$ cat src/rtl/conv_window_buf.sv
// rtl/conv_window_buf.sv - K_H x K_W sliding-window buffer with stride, fill tracking and row-end flag
// Define CONV_WINDOW_ZPAD_EN to add (K_W-1)/2 zero columns at both ends of every row.
module conv_window_buf #(
  parameter int DW     = 8,
  parameter int K_H    = 3,
  parameter int K_W    = 3,
  parameter int IMG_W  = 32,
  parameter int STRIDE = 1
) (
  input  logic                            clk,
  input  logic                            rst_n,
  input  logic                            clear,
  input  logic                            in_valid,
  output logic                            in_ready,
  input  logic [0:K_H-1][DW-1:0]          in_col,
  output logic                            win_valid,
  input  logic                            win_ready,
  output logic [0:K_H-1][0:K_W-1][DW-1:0] win_data,
  output logic [$clog2(IMG_W+K_W)-1:0]    win_col,
  output logic                            row_last
);

`ifdef CONV_WINDOW_ZPAD_EN
  localparam int PAD = (K_W - 1) / 2;
`else
  localparam int PAD = 0;
`endif
  localparam int IMG_W_P = IMG_W + 2 * PAD;
  localparam int CW      = $clog2(IMG_W + K_W);
  localparam int FW      = $clog2(K_W + 1);
  localparam int SW      = (STRIDE > 1) ? $clog2(STRIDE) : 1;

`ifdef CONV_WINDOW_ZPAD_EN
  typedef enum logic [1:0] {FILL, RUN, PAD_TAIL} state_t;
`else
  typedef enum logic [1:0] {FILL, RUN} state_t;
`endif

  state_t                          state, state_nxt;
  logic [0:K_H-1][0:K_W-1][DW-1:0] win_reg, win_shift;
  logic [CW-1:0]                   col_cnt, col_after, emit_col;
  logic [FW-1:0]                   fill, fill_after;
  logic [SW-1:0]                   stride_cnt;
  logic                            stall, shift, pad_shift, row_end, emit, emit_last;

  assign stall = win_valid && !win_ready;

`ifdef CONV_WINDOW_ZPAD_EN
  logic last_real;
  assign in_ready  = rst_n && !stall && (state != PAD_TAIL);
  assign pad_shift = !stall && (state == PAD_TAIL);
  assign last_real = shift && (col_after == CW'(IMG_W + PAD));
`else
  assign in_ready  = rst_n && !stall;
  assign pad_shift = 1'b0;
`endif

  assign shift      = (in_valid && in_ready) || pad_shift;
  assign col_after  = col_cnt + CW'(1);
  assign fill_after = (fill == FW'(K_W)) ? fill : fill + FW'(1);
  assign row_end    = shift && (col_after == CW'(IMG_W_P));
  assign emit       = shift && (fill_after == FW'(K_W)) && (stride_cnt == '0);
  assign emit_col   = col_after - CW'(K_W);
  assign emit_last  = (32'(emit_col) + 32'(STRIDE)) > 32'(IMG_W_P - K_W);

  // Column 0 is always the newest; tail padding shifts in zeros instead of in_col.
  always_comb begin
    win_shift = win_reg;
    for (int r = 0; r < K_H; r++) begin
      for (int j = K_W - 1; j >= 1; j--) begin
        win_shift[r][j] = win_reg[r][j-1];
      end
      win_shift[r][0] = pad_shift ? '0 : in_col[r];
    end
  end

  always_comb begin
    state_nxt = state;
    if (shift) begin
      if (row_end) begin
        state_nxt = FILL;
`ifdef CONV_WINDOW_ZPAD_EN
      end else if (last_real || state == PAD_TAIL) begin
        state_nxt = PAD_TAIL;
`endif
      end else if (fill_after == FW'(K_W)) begin
        state_nxt = RUN;
      end else begin
        state_nxt = FILL;
      end
    end
  end

  always_ff @(posedge clk or negedge rst_n) begin
    if (!rst_n) begin
      state <= FILL;
    end else if (clear) begin
      state <= FILL;
    end else begin
      state <= state_nxt;
    end
  end

  // Window registers survive a row end; fill gates emission so stale columns never escape.
  always_ff @(posedge clk or negedge rst_n) begin
    if (!rst_n) begin
      win_reg    <= '0;
      col_cnt    <= CW'(PAD);
      fill       <= FW'(PAD);
      stride_cnt <= '0;
      win_valid  <= 1'b0;
      win_data   <= '0;
      win_col    <= '0;
      row_last   <= 1'b0;
    end else if (clear) begin
      win_reg    <= '0;
      col_cnt    <= CW'(PAD);
      fill       <= FW'(PAD);
      stride_cnt <= '0;
      win_valid  <= 1'b0;
      win_data   <= '0;
      win_col    <= '0;
      row_last   <= 1'b0;
    end else begin
      if (shift) begin
        if (row_end) begin
          col_cnt    <= CW'(PAD);
          fill       <= FW'(PAD);
          stride_cnt <= '0;
          win_reg    <= (PAD > 0) ? '0 : win_shift;
        end else begin
          col_cnt <= col_after;
          fill    <= fill_after;
          win_reg <= win_shift;
          if (fill_after == FW'(K_W)) begin
            stride_cnt <= (stride_cnt == SW'(STRIDE - 1)) ? '0 : stride_cnt + SW'(1);
          end
        end
      end
      if (emit) begin
        win_valid <= 1'b1;
        win_data  <= win_shift;
        win_col   <= emit_col;
        row_last  <= emit_last;
      end else if (win_ready) begin
        win_valid <= 1'b0;
      end
    end
  end

endmodule

$ cat config.mk
export PLATFORM = sky130hd
export DESIGN_NAME = conv_window_buf
export DESIGN_NICKNAME = d
export VERILOG_FILES = /design/src/rtl/conv_window_buf.sv
export SDC_FILE = /design/constraint.sdc
export NUM_CORES = 1
export LEC_CHECK = 0
export CORE_MARGIN = 3
export CORE_UTILIZATION = 46
export CTS_CLUSTER_DIAMETER = 50
export DETAILED_ROUTE_END_ITERATION = 6
export PLACE_DENSITY = 0.72
export SKIP_CTS_REPAIR_TIMING = 1
export SYNTH_ARGS = -nofsm -noshare
export SYNTH_HDL_FRONTEND = slang
export SYNTH_SLANG_ARGS = --single-unit
export TNS_END_PERCENT = 5
$ cat constraint.sdc
create_clock -name clk -period 3.1 [get_ports clk]
set_input_delay 0.465 -clock clk [delete_from_list [all_inputs] [get_ports clk]]
set_output_delay 0.465 -clock clk [all_outputs]
set_load 0.05 [all_outputs]
==> impl_results.md, run 1 <==
* Status: finished clean
* P&R area growth vs syn at 30.6%
* Post-route minimum period at 2.69 ns
* Routed Wire Length at 13600 um
* P_sw at 0.873 mW
* Final core utilization at 0.619
* Vias/cell at 5.16
* Cell variety after synth at 38
* First-pass GRT wire length at 23400 um
* Fin crit share at 0.867
* Diodes inserted at 0
* Setup crit end kind: output port
* Largest register FFs at 72
* CTS H-tree depth at 4
* RSZ-0062 raised after global routing: false
* RR Endpoint: row_last
* Final Hold Viols at 0
* Core ar. at 0.0121 mm^2
* Clock sinks at 136
* Num CTS Buffers at 17
* Most used cell along the critical path: clkdlybuf4s50_1
* Ys Warns at 0
* Final nets at 766
* Sequential element share of the synthesized area at 0.596
* CP peak stage delay at 0.80 ns
* Int Pwr at 2.96 mW
* Number of synthesized flops with an enable pin at 0
* Switching share of power at 0.228
* Fraction of layout cells with a size suffix above 1 at 0.0606
* Clk buf depth at 2
* Post-synthesis register bit count at 136
* Max Slew Vio Count at 0
* Sequential fraction of design power at 0.476
* FMAX at 0.372 GHz
* Finish-stage setup viols at 0
* Die area at 0.0138 mm^2
* Comb pwr share at 0.062
* Skew final at 0.00510 ns
* Drt pass-1 iters at 4
* Initial Util at 0.474
* Initial DRC Count at 396
* Top_reg_cell synth: dfrtp_1
* Syn_area_per_cell at 8.95 um^2
* Die Y at 117 um
* Routed via count at 4695
* Largest net degree at the start of global routing at 89
* CP Cell Sequence: clkdlybuf4s50_1 > nand2b_1 > and2_1 > clkdlybuf4s50_1
* Vias in the first global route at 4830
* Peak supply drop at 288 uV
* Asr flop ratio synth at 1.00
* Antenna violations before repair at 0
* Syn_nets at 673
* PnR worst setup slack at 0.412 ns
* R2R Path Start: col_cnt[0]
* Syn Inst Count at 638
* Reg2Reg Setup Slack at 0.66 ns
* Per-cell routed wire length at 14.9 um
* GR Util All Layers at 0.208
* Synth Cell Area at 0.00571 mm^2
* WP data arrival at 2.22 ns
* Leak at 3.10 nW
* Top Ports at 110
* Max-cap viol count at 0
* Worst hold slack at 0.220 ns
* Clock power share at 0.462
* Clk Latency, worst-skew pair at 0.41 ns
* Post-route ant nets at 0
* CP max stage cell: clkdlybuf4s50_1
* Critical path type: in2out
* TNS Setup at 0 ns
* Worst r2r path cells at 7
* Pre-CTS WS at 0.387 ns
* Worst-margin pin slew at 0.873 ns
* Worst-path fanout max at 6
* Cell area power density at 514 mW/mm^2
* IO buf count at 109
* Hold Crit Class: in2async
* CTS tree: done
* Slew Limit Headroom at 0.418
* DRC viols at 0
* DPL Wire Length at 8700 um
* Critical path data required time at 2.63 ns
* Clock edge transition at the registers on the reported setup and hold paths at 0.06 ns
* Placer congestion estimate at 0.811
* Fillers at 1037
* Row count at 40
* Overflow after GRT at 0
* Crit path launch type: input port
* Die width at 117 um
* Root Driver: clkbuf_16
## worst max-delay path by stage
stage / startpoint / to / cells after the start
2_1_floorplan: col_cnt[0] / row_last / 9
3_3_place_gp: win_ready / in_ready / 4
3_5_place_dp: win_ready / in_ready / 4
4_1_cts: win_ready / in_ready / 4
5_1_grt: win_ready / in_ready / 4
6_report: win_ready / in_ready / 4
## stage by stage
stage | area [um^2] | instances | total power [mW]
final | 7460 | 910 | 3.83
after global routing | 7460 | 910 | 3.98
after CTS | 7460 | 910 | 3.87
after detailed placement | 6950 | 880 | 2.10
after global placement | 6950 | 880 | 2.09
after floorplan | 5710 | 638 | 1.97
## cells in the mapped netlist, types with 2 or more instances
cell	n	area, um^2
xnor2_1	5	43.8
clkbuf_1	35	131
nor3b_1	2	15.0
ha_1	6	75.1
nand3_1	2	10.0
a21oi_1	126	631
buf_1	8	30.0
xor2_2	2	32.5
nor2_1	13	48.8
dfrtp_1	136	3400
nand2b_1	3	18.8
a31oi_1	3	18.8
inv_1	4	15.0
nor3_1	4	20.0
nor2b_1	4	25.0
and2_1	4	25.0
o21ai_0	6	30.0
nand2_1	254	953
a22o_1	2	17.5
## power by group through the flow
stage	Sequential, mW	Combinational [mW]	Clock [mW]
2_1_floorplan	1.86	0.115	0
3_3_place_gp	1.85	0.237	0
3_5_place_dp	1.85	0.243	0
4_1_cts	1.82	0.243	1.80
5_1_grt	1.83	0.267	1.88
6_report	1.82	0.239	1.77
## cells by family after synthesis
| group | after synthesis | synth area share |
|---|---|---|
| multiplexers | 1 | 0.00175 |
| AND/OR/NAND/NOR | 293 | 0.205 |
| AO/OA/AOI/OAI | 144 | 0.134 |
| XOR/XNOR | 8 | 0.0149 |
| flip-flops | 136 | 0.596 |
| adder cells (fa/ha/maj) | 6 | 0.0131 |
| buffers and inverters | 50 | 0.0350 |
## routing by layer
layer,share of wire,GRT usage,up-vias,routed length [um]
li1,-,-,2256,-
met1,0.46,0.276,2294,6180
met2,0.47,0.329,125,6440
met3,0.054,0.0598,20,737
met4,0.016,0.0770,0,222
met5,0,0,-,0
## critical path: cells and delay by family
kind                   cells  cell delay [ns]
buffers and inverters      2             1.26
and+or+nand+nor            2             0.50
## area by class of cell
class | count | area, um^2 | area share
clock buffers | 27 | 493 | 0.0661
clock inverters | 3 | 17.5 | 0.00235
inverters | 4 | 15.0 | 0.00201
multi-input cells | 452 | 2130 | 0.285
flip-flops and latches | 136 | 3400 | 0.456
well taps | 168 | 210 | 0.0282
repair buffers | 120 | 1200 | 0.160
## cell usage in the layout, fill, tap and decap left out, types with 2 or more instances in the layout
cell and n:
nor2b_1 4, a22o_1 2, xnor2_1 5, inv_1 4, clkbuf_1 7, clkbuf_8 3
a21oi_1 126, clkdlybuf4s50_1 107, buf_12 2, buf_4 10, nand2_1 253, nor2_1 13
nor3b_1 2, and2_1 3, a31oi_1 3, xor2_2 2, clkinv_2 2, ha_1 6
clkbuf_16 17, o21ai_0 6, nor3_1 4, dfrtp_1 136, nand2b_1 3
No activity file was read; power rests on OpenSTA's default activity.
==> run 2, diff against run 1 <==
==> constraint.sdc (replaced) <==
create_clock -name clk -period 3.1 [get_ports clk]
set_input_delay 0.465 -clock clk [delete_from_list [all_inputs] [get_ports clk]]
set_output_delay 0.465 -clock clk [all_outputs]
set_load 0.01 [all_outputs]
==> run 2 against run 1 <==
  * Die area unchanged
  * Register-to-register slack better by 0.07 ns
  * Sequential share of layout area down 0.98 points
  * First-iteration DRC count down 13%
  * Sequential cell count unchanged
  * Via count up 0.83%
  * Clock skew about the same
  * Design area up 2.2%
  * Total power up 11%
  * Worst setup slack better by 0.26 ns
  * Non-clock buffer count up 3
  * Core utilization up 1.4 points
==> impl_results.md, run 2 (same netlist as run 1, synthesis figures left out) <==
* Status: finished clean
* Critical path type: in2out
* Leak at 3.18 nW
* FMAX at 0.412 GHz
* Clock edge transition at the registers on the reported setup and hold paths at 0.06 ns
* RR Endpoint: row_last
* Peak supply drop at 315 uV
* IO buf count at 109
* Root Driver: clkbuf_16
* Setup crit end kind: output port
* Row count at 40
* Diodes inserted at 0
* CP Cell Sequence: clkdlybuf4s50_1 > nand2b_1 > and2_1 > clkdlybuf4s50_1
* Largest register FFs at 72
* Initial DRC Count at 346
* Post-route minimum period at 2.43 ns
* Max Slew Vio Count at 0
* Antenna violations before repair at 0
* Hold Path Sink: win_data[17]
* Most used cell along the critical path: clkdlybuf4s50_1
* WP data arrival at 1.96 ns
* Worst-path fanout max at 6
* Top Ports at 110
* Slew Limit Headroom at 0.408
* CP max stage cell: clkdlybuf4s50_1
* Overflow after GRT at 0
* Drt pass-1 iters at 4
* Clk buf depth at 2
* Routed Wire Length at 13800 um
* RSZ-0062 raised after global routing: false
* CP peak stage delay at 0.54 ns
* Placer congestion estimate at 0.817
* Largest net degree at the start of global routing at 83
* Final nets at 769
* Cell area power density at 559 mW/mm^2
* DPL Wire Length at 8960 um
* Commonest non-fill, non-tap cell in the layout: nand2_1
* Initial Util at 0.474
* Worst r2r path cells at 7
* Vias/cell at 5.17
* Num CTS Buffers at 17
* Fraction of layout cells with a size suffix above 1 at 0.0723
* Die width at 117 um
* Final Power at 4.27 mW
* Reg2Reg Setup Slack at 0.73 ns
* First-pass GRT wire length at 23400 um
* Die Y at 117 um
* Max-cap viol count at 0
* DRC viols at 0
* Die area at 0.0138 mm^2
* Hold Crit Depth at 2
* Routed via count at 4734
* CTS H-tree depth at 4
* Vias in the first global route at 4796
* Most frequent cells in the layout: nand2_1, dfrtp_1, a21oi_1
* R2R Path Start: col_cnt[0]
* Fin crit share at 0.783
* Finish-stage setup viols at 0
* Clk Latency, worst-skew pair at 0.41 ns
* GR Util All Layers at 0.208
* Per-cell routed wire length at 15.1 um
* TNS Setup at 0 ns
* P&R area growth vs syn at 33.5%
* Hold_sp: clear
* Critical path data required time at 2.63 ns
* Post-route ant nets at 0
* Clock sinks at 136
* Worst-margin pin slew at 0.887 ns
* CTS tree: done
* Hold Crit Class: in2reg
* Crit path launch type: input port
* Final Hold Viols at 0
* Skew final at 0.00466 ns
* Core ar. at 0.0121 mm^2
==> run 2: per-stage QoR <==
step	std cells	worst slack [ns]	hold slack (ns)	utilization	area, um^2
2_1_floorplan	638	1.06	0.169	-	5710
3_3_place_gp	882	0.679	0.241	0.577	6950
3_5_place_dp	882	0.687	0.242	0.577	6950
4_1_cts	914	0.664	-0.203	0.631	7620
5_1_grt	915	0.526	0.404	0.632	7630
6_report	915	0.674	0.395	0.632	7630
==> run 2: worst max-delay path: cells and delay by family <==
| kind | cells | cell delay, ns |
|---|---|---|
| buffers and inverters | 2 | 0.99 |
| and+or+nand+nor | 2 | 0.51 |
==> run 2: cell type report <==
| class | count | area [um^2] |
|---|---|---|
| multi-input combinational | 452 | 2130 |
| clock buffer | 26 | 529 |
| tap | 168 | 210 |
| fill | 998 | 4440 |
| timing repair buffer | 123 | 1210 |
| sequential | 136 | 3400 |
| inverter | 4 | 15.0 |
| clock inverter | 6 | 133 |
==> run 2: how the worst max path moves through the flow <==
stage	from	to	cells past startpoint
2_1_floorplan	col_cnt[0]	row_last	9
6_report	win_ready	in_ready	4
4_1_cts	win_ready	in_ready	4
5_1_grt	col_cnt[0]	row_last	7
3_3_place_gp	win_ready	in_ready	4
3_5_place_dp	win_ready	in_ready	4
==> run 2: report_power, final <==
group | leakage, nW | internal (mW) | switching [mW] | total, mW
clock network | 0.323 | 1.50 | 0.716 | 2.21
registers | 1.89 | 1.80 | 0.0213 | 1.82
logic | 0.974 | 0.0843 | 0.145 | 0.230
==> run 2: layer usage <==
layer	part of all wire	vias up	wire [um]	GRT usage
met3	0.055	14	756	0.0559
met4	0.012	0	171	0.0770
li1	-	2270	-	-
met1	0.45	2322	6260	0.269
met2	0.48	128	6630	0.338
met5	0	-	0	0
==> run 3, diff against run 2 <==
- clock period: 3.1 -> 2.3 ns (I/O delays scaled with it)
==> run 3 against run 2 <==
  * Worst setup slack lost 0.52 ns
  * First-iteration DRC count grew 6.1%
  * Clock skew grew 0.0019 ns
  * Highest routed layer unchanged
==> impl_results.md, run 3 (same netlist as run 1, synthesis figures left out) <==
* Clk buf depth at 2
* Drt pass-1 iters at 5
* P&R area growth vs syn at 33.1%
* Commonest non-fill, non-tap cell in the layout: nand2_1
* Clk Latency, worst-skew pair at 0.42 ns
* DPL Wire Length at 8890 um
* Int Pwr at 4.13 mW
* Finish-stage setup viols at 0
* Sequential fraction of design power at 0.461
* Initial DRC Count at 367
* Worst r2r path cells at 7
* Worst-margin pin slew at 0.729 ns
* Die area at 0.0138 mm^2
* Routed Wire Length at 13900 um
* Num CTS Buffers at 17
* Top Ports at 110
* Critical path data required time at 2.59 ns
* Final Hold Viols at 0
* Antenna violations before repair at 0
* Post-route minimum period at 2.15 ns
* DRC viols at 0
* Post-route ant nets at 0
* IO buf count at 109
* Die Y at 117 um
* Overflow after GRT at 0
* Row count at 40
* Clock edge transition at the registers on the reported setup and hold paths at 0.05 ns
* Vias in the first global route at 4729
* Finished Layout Cells at 918
* Crit path launch type: register
* Crit path capture: row_last
* Final nets at 772
* Routed via count at 4776
* Max-cap viol count at 0
* Core ar. at 0.0121 mm^2
* Peak supply drop at 316 uV
* Worst hold slack at 0.00593 ns
* Slew Limit Headroom at 0.514
* Die width at 117 um
* Clock power share at 0.479
* RR Endpoint: row_last
* WP data arrival at 2.44 ns
* Switching share of power at 0.223
* Per-cell routed wire length at 15.1 um
* Final Power at 5.32 mW
* Status: finished clean
* CP Launch Point: col_cnt[1]
* Pre-CTS WS at 0.163 ns
* Diodes inserted at 0
* Setup crit end kind: register
* CTS H-tree depth at 4
* Comb pwr share at 0.060
* R2R Path Start: col_cnt[1]
* PnR worst setup slack at 0.149 ns
* Clock sinks at 136
* Most frequent cells in the layout: nand2_1, dfrtp_1, a21oi_1
* Initial Util at 0.474
* CTS tree: done
* Max Slew Vio Count at 0
* Fraction of layout cells with a size suffix above 1 at 0.0787
* First-pass GRT wire length at 23500 um
* GR Util All Layers at 0.209
* Reg2Reg Setup Slack at 0.15 ns
* Worst-path fanout max at 6
* RSZ-0062 raised after global routing: true
* Critical path type: reg2reg
* Leak at 3.18 nW
* Fin crit share at 0.935
* Hold Crit Class: in2async
* Largest net degree at the start of global routing at 137
* Placer congestion estimate at 0.870
* Skew final at 0.00661 ns
* P_sw at 1.19 mW
* FMAX at 0.465 GHz
* Root Driver: clkbuf_16
* Vias/cell at 5.20
* Largest register FFs at 72
* Cell area power density at 700 mW/mm^2
* Dpl cells at 886
-- run 3: cell count changes in the layout (fill, tap and decap cells not counted), sizes merged --
cell | before | now
clkinv | 1 | 7
buf | 15 | 19
bufinv | 4 | 1
clkbuf | 26 | 23
dlygate4sd3 | 1 | 0
-- run 3: worst min-delay path by stage --
stage / from / to / slack, ns / depth (start not counted)
after CTS: rst_n / win_reg[70] / 0.07 / 2
after detailed placement: fill[0] / fill[0] / 0.51 / 2
after global routing: rst_n / win_data[70] / 0.08 / 2
after global placement: fill[0] / fill[0] / 0.49 / 2
after floorplan: rst_n / col_cnt[0] / 0.05 / 0
final: rst_n / win_reg[70] / 0.006 / 2
-- run 3: per-layer routing --
metal / global-route usage / share of wire / vias up
met5: 0 / 0 / -
met4: 0.0733 / 0.014 / 0
met3: 0.0579 / 0.062 / 17
met2: 0.328 / 0.47 / 137
met1: 0.282 / 0.45 / 2349
li1: - / - / 2273
-- run 3: layout make-up --
class / count / area, um^2
Clock buffer: 23 / 488
Clock inverter: 9 / 72.6
Fill cell: 1018 / 4460
Inverter: 4 / 15.0
Multi-Input combinational cell: 452 / 2130
Sequential cell: 136 / 3400
Tap cell: 168 / 210
Timing Repair Buffer: 126 / 1280
-- run 3: power by group through the flow --
stage	clock network, mW	registers [mW]	logic [mW]
2_1_floorplan	0	2.49	0.152
3_3_place_gp	0	2.49	0.318
3_5_place_dp	0	2.49	0.324
4_1_cts	2.59	2.45	0.327
5_1_grt	2.70	2.46	0.362
6_report	2.55	2.45	0.322
-- run 3: worst max-delay path: stages, from the launching register on --
cell and delay [ns]:
dfrtp_1 0.44, ha_1 0.30, nand3_1 0.19, xor2_2 0.27
nor3b_1 0.29, mux2i_1 0.27, a221o_1 0.21, o41ai_2 0.07
-- run 3: metrics by stage --
stage          utilization  setup TNS (ns)  instance area [um^2]
3_5_place_dp         0.583               0                  7030
4_1_cts              0.630               0                  7590
5_1_grt              0.630         -0.0564                  7600
6_report             0.630               0                  7600
2_1_floorplan            -               0                  5710
3_3_place_gp         0.583               0                  7030
